[src/rtl/data_bus_segments.sv]
// Registered three-segment internal data bus (db0/db1/db2) with SW1/SW2
// switches, keeper registers, bits [5:3] mask on SW1 down, contention debug.
//
// Ports:
//   clk, reset            : core clock, synchronous active-high reset
//   bus_sw_1u/1d/2u/2d    : switch direction enables (1: db0-db1, 2: db1-db2)
//   bus_sw_mask543_en     : clear bits [5:3] on the db0->db1 hop
//   db{0,1,2}_in/_oe      : local driver value / enable per segment
//   db{0,1,2}_out         : registered resolved segment values
//   contention            : one-cycle pulse after a contended cycle
//   contention_cnt        : saturating count of contended cycles
module data_bus_segments (
    input  logic       clk,
    input  logic       reset,
    input  logic       bus_sw_1u,
    input  logic       bus_sw_1d,
    input  logic       bus_sw_2u,
    input  logic       bus_sw_2d,
    input  logic       bus_sw_mask543_en,
    input  logic [7:0] db0_in,
    input  logic [7:0] db1_in,
    input  logic [7:0] db2_in,
    input  logic       db0_oe,
    input  logic       db1_oe,
    input  logic       db2_oe,
    output logic [7:0] db0_out,
    output logic [7:0] db1_out,
    output logic [7:0] db2_out,
    output logic       contention,
    output logic [7:0] contention_cnt
);

    // Downstream chain
    logic       d1_valid;
    logic [7:0] d1_val;
    logic [7:0] d0_masked;
    // Upstream chain
    logic       u1_valid;
    logic       u0_valid;
    logic [7:0] u0_val;
    // Per-segment candidates from the switches
    logic       seg1_dn_v;
    logic       seg2_dn_v;
    logic       seg0_up_v;
    logic       seg1_up_v;
    // Next-state
    logic [7:0] db0_nxt;
    logic [7:0] db1_nxt;
    logic [7:0] db2_nxt;
    logic       cont0;
    logic       cont1;
    logic       cont2;
    logic       cont_any;

    always_comb begin
        d0_masked = db0_in;
        if (bus_sw_mask543_en) begin
            d0_masked[5:3] = 3'b000;
        end
    end

    // Downstream: D1 is db1's own driver, else masked db0 through SW1.
    assign seg1_dn_v = bus_sw_1d & db0_oe;
    assign d1_valid  = db1_oe | seg1_dn_v;
    assign d1_val    = db1_oe ? db1_in : d0_masked;
    assign seg2_dn_v = bus_sw_2d & d1_valid;

    // Upstream: never masked.
    assign u1_valid  = bus_sw_2u & db2_oe;
    assign u0_valid  = bus_sw_1u & (db1_oe | u1_valid);
    assign u0_val    = db1_oe ? db1_in : db2_in;
    assign seg1_up_v = u1_valid;
    assign seg0_up_v = u0_valid;

    always_comb begin
        db0_nxt = db0_out;
        if (db0_oe) begin
            db0_nxt = db0_in;
        end else if (seg0_up_v) begin
            db0_nxt = u0_val;
        end
    end

    always_comb begin
        db1_nxt = db1_out;
        if (db1_oe) begin
            db1_nxt = db1_in;
        end else if (seg1_dn_v) begin
            db1_nxt = d0_masked;
        end else if (seg1_up_v) begin
            db1_nxt = db2_in;
        end
    end

    always_comb begin
        db2_nxt = db2_out;
        if (db2_oe) begin
            db2_nxt = db2_in;
        end else if (seg2_dn_v) begin
            db2_nxt = d1_val;
        end
    end

    // Two or more of {own, down, up}; db0 has no down, db2 has no up.
    assign cont0    = db0_oe & seg0_up_v;
    assign cont1    = (db1_oe & seg1_dn_v) | (db1_oe & seg1_up_v)
                    | (seg1_dn_v & seg1_up_v);
    assign cont2    = db2_oe & seg2_dn_v;
    assign cont_any = cont0 | cont1 | cont2;

    always_ff @(posedge clk) begin
        if (reset) begin
            db0_out        <= 8'hFF;
            db1_out        <= 8'hFF;
            db2_out        <= 8'hFF;
            contention     <= 1'b0;
            contention_cnt <= 8'h00;
        end else begin
            db0_out    <= db0_nxt;
            db1_out    <= db1_nxt;
            db2_out    <= db2_nxt;
            contention <= cont_any;
            if (cont_any && (contention_cnt != 8'hFF)) begin
                contention_cnt <= contention_cnt + 8'd1;
            end
        end
    end

endmodule

[config.mk]
export PLATFORM = sky130hd
export DESIGN_NAME = data_bus_segments
export DESIGN_NICKNAME = d
export VERILOG_FILES = /design/src/rtl/data_bus_segments.sv
export SDC_FILE = /design/constraint.sdc
export NUM_CORES = 1
export LEC_CHECK = 0
export CAP_MARGIN = 10
export CORE_MARGIN = 2
export CORE_UTILIZATION = 30
export DETAILED_ROUTE_END_ITERATION = 10
export PLACE_DENSITY = 0.57
export SLEW_MARGIN = 10
export SYNTH_ARGS = -nofsm -noshare
export SYNTH_HDL_FRONTEND = slang
export SYNTH_SLANG_ARGS = --single-unit
[constraint.sdc]
create_clock -name clk -period 3.7 [get_ports clk]
set_input_delay 0.925 -clock clk [delete_from_list [all_inputs] [get_ports clk]]
set_output_delay 0.925 -clock clk [all_outputs]
set_load 0.005 [all_outputs]
==> impl_metrics.py <==
metrics = {
    "run_status": {
        "status": "finished clean",
    },
    "power": {
        "power_frac_seq": 0.459,
        "p_sw_mw": 0.234,
        "clkPwrFrac": 0.307,
        "power_density_mw_per_mm2": 339,
        "ir_drop_uv": 181,
        "internal_power_mw": 0.629,
        "switching_share": 0.271,
        "combPwrFrac": 0.234,
        "leakagePower_nw": 0.978,
    },
    "detailed_routing": {
        "vias": 1706,
        "drc_errors": 0,
        "met1_length_um": 2240,
        "wl_per_cell_um": 13.9,
        "viasPerCell": 5.11,
        "dr.pass1.iters": 4,
        "maxUsedRoutingLayer": "met4",
        "wl_met2_um": 2100,
        "postRouteAntennaNets": 0,
        "wl_um": 4640,
        "first_iter_violations": 76,
        "wl_met3_um": 243,
    },
    "layout": {
        "syn_to_final_growth_pct": 45.7,
        "drive_gt1_frac": 0.107,
        "layout_commonest_cell": "clkdlybuf4s50_1",
        "finalInstanceArea_mm2": 0.00255,
        "stdcell_count": 334,
        "mostFrequentLayoutCells": "clkdlybuf4s50_1, dfxtp_1, a21oi_1",
        "antenna_cells": 0,
        "nets": 296,
    },
    "yosys": {
        "synthArstFlopShare": 0,
        "yosys_warnings": 0,
        "seq_area_frac_synth": 0.378,
        "synthFlopType": "dfxtp_1",
        "synth_seq_cells": 33,
        "synth.net_count": 234,
        "ys_types": 36,
        "avgSynthCellArea_um2": 8.79,
        "synth_top_area_share": 0.378,
        "syn_inst": 199,
        "syn-cell-area_mm2": 0.00175,
        "netlist_top_cells_area": "dfxtp_1, mux2i_1, mux2_2",
        "synth_edf_count": 0,
        "synth_area_leader_cell": "dfxtp_1",
    },
    "hold_path": {
        "hold_end": "db2_out[7]",
        "hold_depth": 2,
        "min-delay-start": "db2_out[7]",
        "holdCritPathClass": "reg2reg",
    },
    "setup_path": {
        "rr_startpoint": "contention_cnt[0]",
        "cp_cell_sequence": "clkdlybuf4s50_1, a21oi_1, o211a_1, nor4_1, mux2_2",
        "r2r_cells": 5,
        "r2r_setup_slack_ns": 2.03,
        "crit_fanout": 15,
        "cp.depth": 5,
        "start_kind": "input port",
        "required_ns": 3.88,
        "cp-end-kind": "flip-flop",
        "slowest_delay_ns": 0.65,
        "worstPathBufferInverterCount": 1,
        "arrival_ns": 2.84,
        "critPathTopFamily": "buffers and inverters",
        "r2r_end": "contention_cnt[5]",
        "path_class": "in2reg",
        "critPathSlowestCell": "clkdlybuf4s50_1",
    },
    "floorplanning": {
        "start_util": 0.314,
        "die_area_mm2": 0.00646,
        "chipHeight_um": 80.4,
        "design.core.area_mm2": 0.00557,
        "rows": 27,
        "io_pins": 67,
        "die_x_um": 80.4,
    },
    "timing": {
        "worst_slack_ns": 1.04,
        "fin_crit_sh": 0.719,
        "fin_crit_ns": 2.66,
        "rsz0062_at_grt": "no",
        "finalSetupViolations": 0,
        "fin_worst_skew_ns": 0.000525,
        "hold_viol": 0,
        "worst_pin_slew_ns": 0.531,
        "drv_slew": 0,
        "setup_tns_ns": 0,
        "worst_hold_slack_ns": 0.481,
        "slew_headroom": 0.646,
        "fmax_mhz": 376,
    },
    "placement": {
        "dp_cells": 326,
        "place.gp.congestion": 0.723,
        "dpl.hpwl_um": 3590,
        "place_area_mm2": 0.00246,
        "numPortBuffers": 66,
        "pre_cts_slack_ns": 0.754,
    },
    "clock_tree": {
        "postCtsSetupBuffers": 0,
        "clk_pin_slew_worst_paths_ns": 0.07,
        "cts_resized": 0,
        "clk_latency_ns": 0.29,
        "hold_buffers": 0,
        "clock-sinks": 33,
        "numCtsBuffers": 5,
        "htreeDepth": 2,
        "root_buffer": "clkbuf_8",
        "clockBufferDepth": 2,
        "cts_tree": "built",
    },
    "run": {
        "max-cap-violations": 0,
    },
    "global_routing": {
        "grt_overflow": 0,
        "grt_max_degree": 25,
        "track_usage": 0.149,
        "antenna_found_initial": 0,
        "grt_pass1_vias": 1542,
        "grt_pass1_wl_um": 7480,
    },
}
-- Yosys cell counts (all sizes together), types with 3 or more instances --
cell type	count
a21oi	23
dfxtp	33
nor2	11
mux2i	18
o211ai	5
o21ai	22
a22o	3
buf	8
a221oi	4
nand3	3
and3	4
mux2	13
clkbuf	8
inv	4
nand2	12
a211oi	4
-- state kept, by name, summed over array words and instances, names as in the netlist --
| register | cells |
|---|---|
| contention | 1 |
| contention_cnt | 8 |
| db0_out | 8 |
| db1_out | 8 |
| db2_out | 8 |
-- layer usage --
| layer | global-route usage | up-vias |
|---|---|---|
| met3 | 0.0382 | 7 |
| li1 | - | 871 |
| met5 | 0 | - |
| met1 | 0.198 | 783 |
| met4 | 0.0559 | 0 |
| met2 | 0.230 | 45 |
-- final cells by class --
| class | instances | area [um^2] |
|---|---|---|
| tap | 72 | 90.1 |
| clock buffer | 5 | 68.8 |
| timing repair buffer | 71 | 698 |
| sequential | 33 | 661 |
| inverter | 4 | 15.0 |
| clock inverter | 3 | 17.5 |
| multi-input combinational | 146 | 998 |
| fill | 575 | 3030 |
-- worst min-delay path, stage by stage (launching register included) --
cell and delay [ns]:
dfxtp_1 0.33, mux2i_1 0.07, nand2_1 0.05
-- worst max-delay path by stage --
| stage | startpoint | end | slack (ns) |
|---|---|---|---|
| after global placement | db2_oe | contention_cnt[5] | 0.78 |
| after global routing | bus_sw_1d | db2_out[7] | 0.93 |
| after CTS | db2_oe | contention_cnt[5] | 1.05 |
| after detailed placement | db2_oe | contention_cnt[5] | 0.75 |
| after floorplan | db1_oe | contention_cnt[5] | 1.57 |
| final | db2_oe | contention_cnt[5] | 1.04 |
-- logic make-up (layout without fill, tap and decap cells) --
kind of cell    count (synthesis)  after routing  share of synthesized area
mux                            31             31                      0.187
compound gates                 73             73                      0.262
simple gates                   41             41                      0.115
flops                          33             33                      0.378
buf+inv                        20             83                     0.0515
fa+ha+maj                       1              1                    0.00715
-- power by group through the flow --
stage	Clock, mW	Combinational [mW]	Sequential (mW)
after floorplan	0	0.0918	0.404
after global placement	0	0.203	0.405
after detailed placement	0	0.204	0.405
after CTS	0.274	0.204	0.397
after global routing	0.294	0.222	0.400
final	0.265	0.202	0.396
-- stage by stage --
| step | power, mW | util |
|---|---|---|
| 4_1_cts | 0.875 | 0.457 |
| 6_report | 0.863 | 0.457 |
| 3_5_place_dp | 0.608 | 0.442 |
| 5_1_grt | 0.916 | 0.457 |
| 3_3_place_gp | 0.608 | 0.442 |
| 2_1_floorplan | 0.496 | - |
No activity file was read; power rests on OpenSTA's default activity.
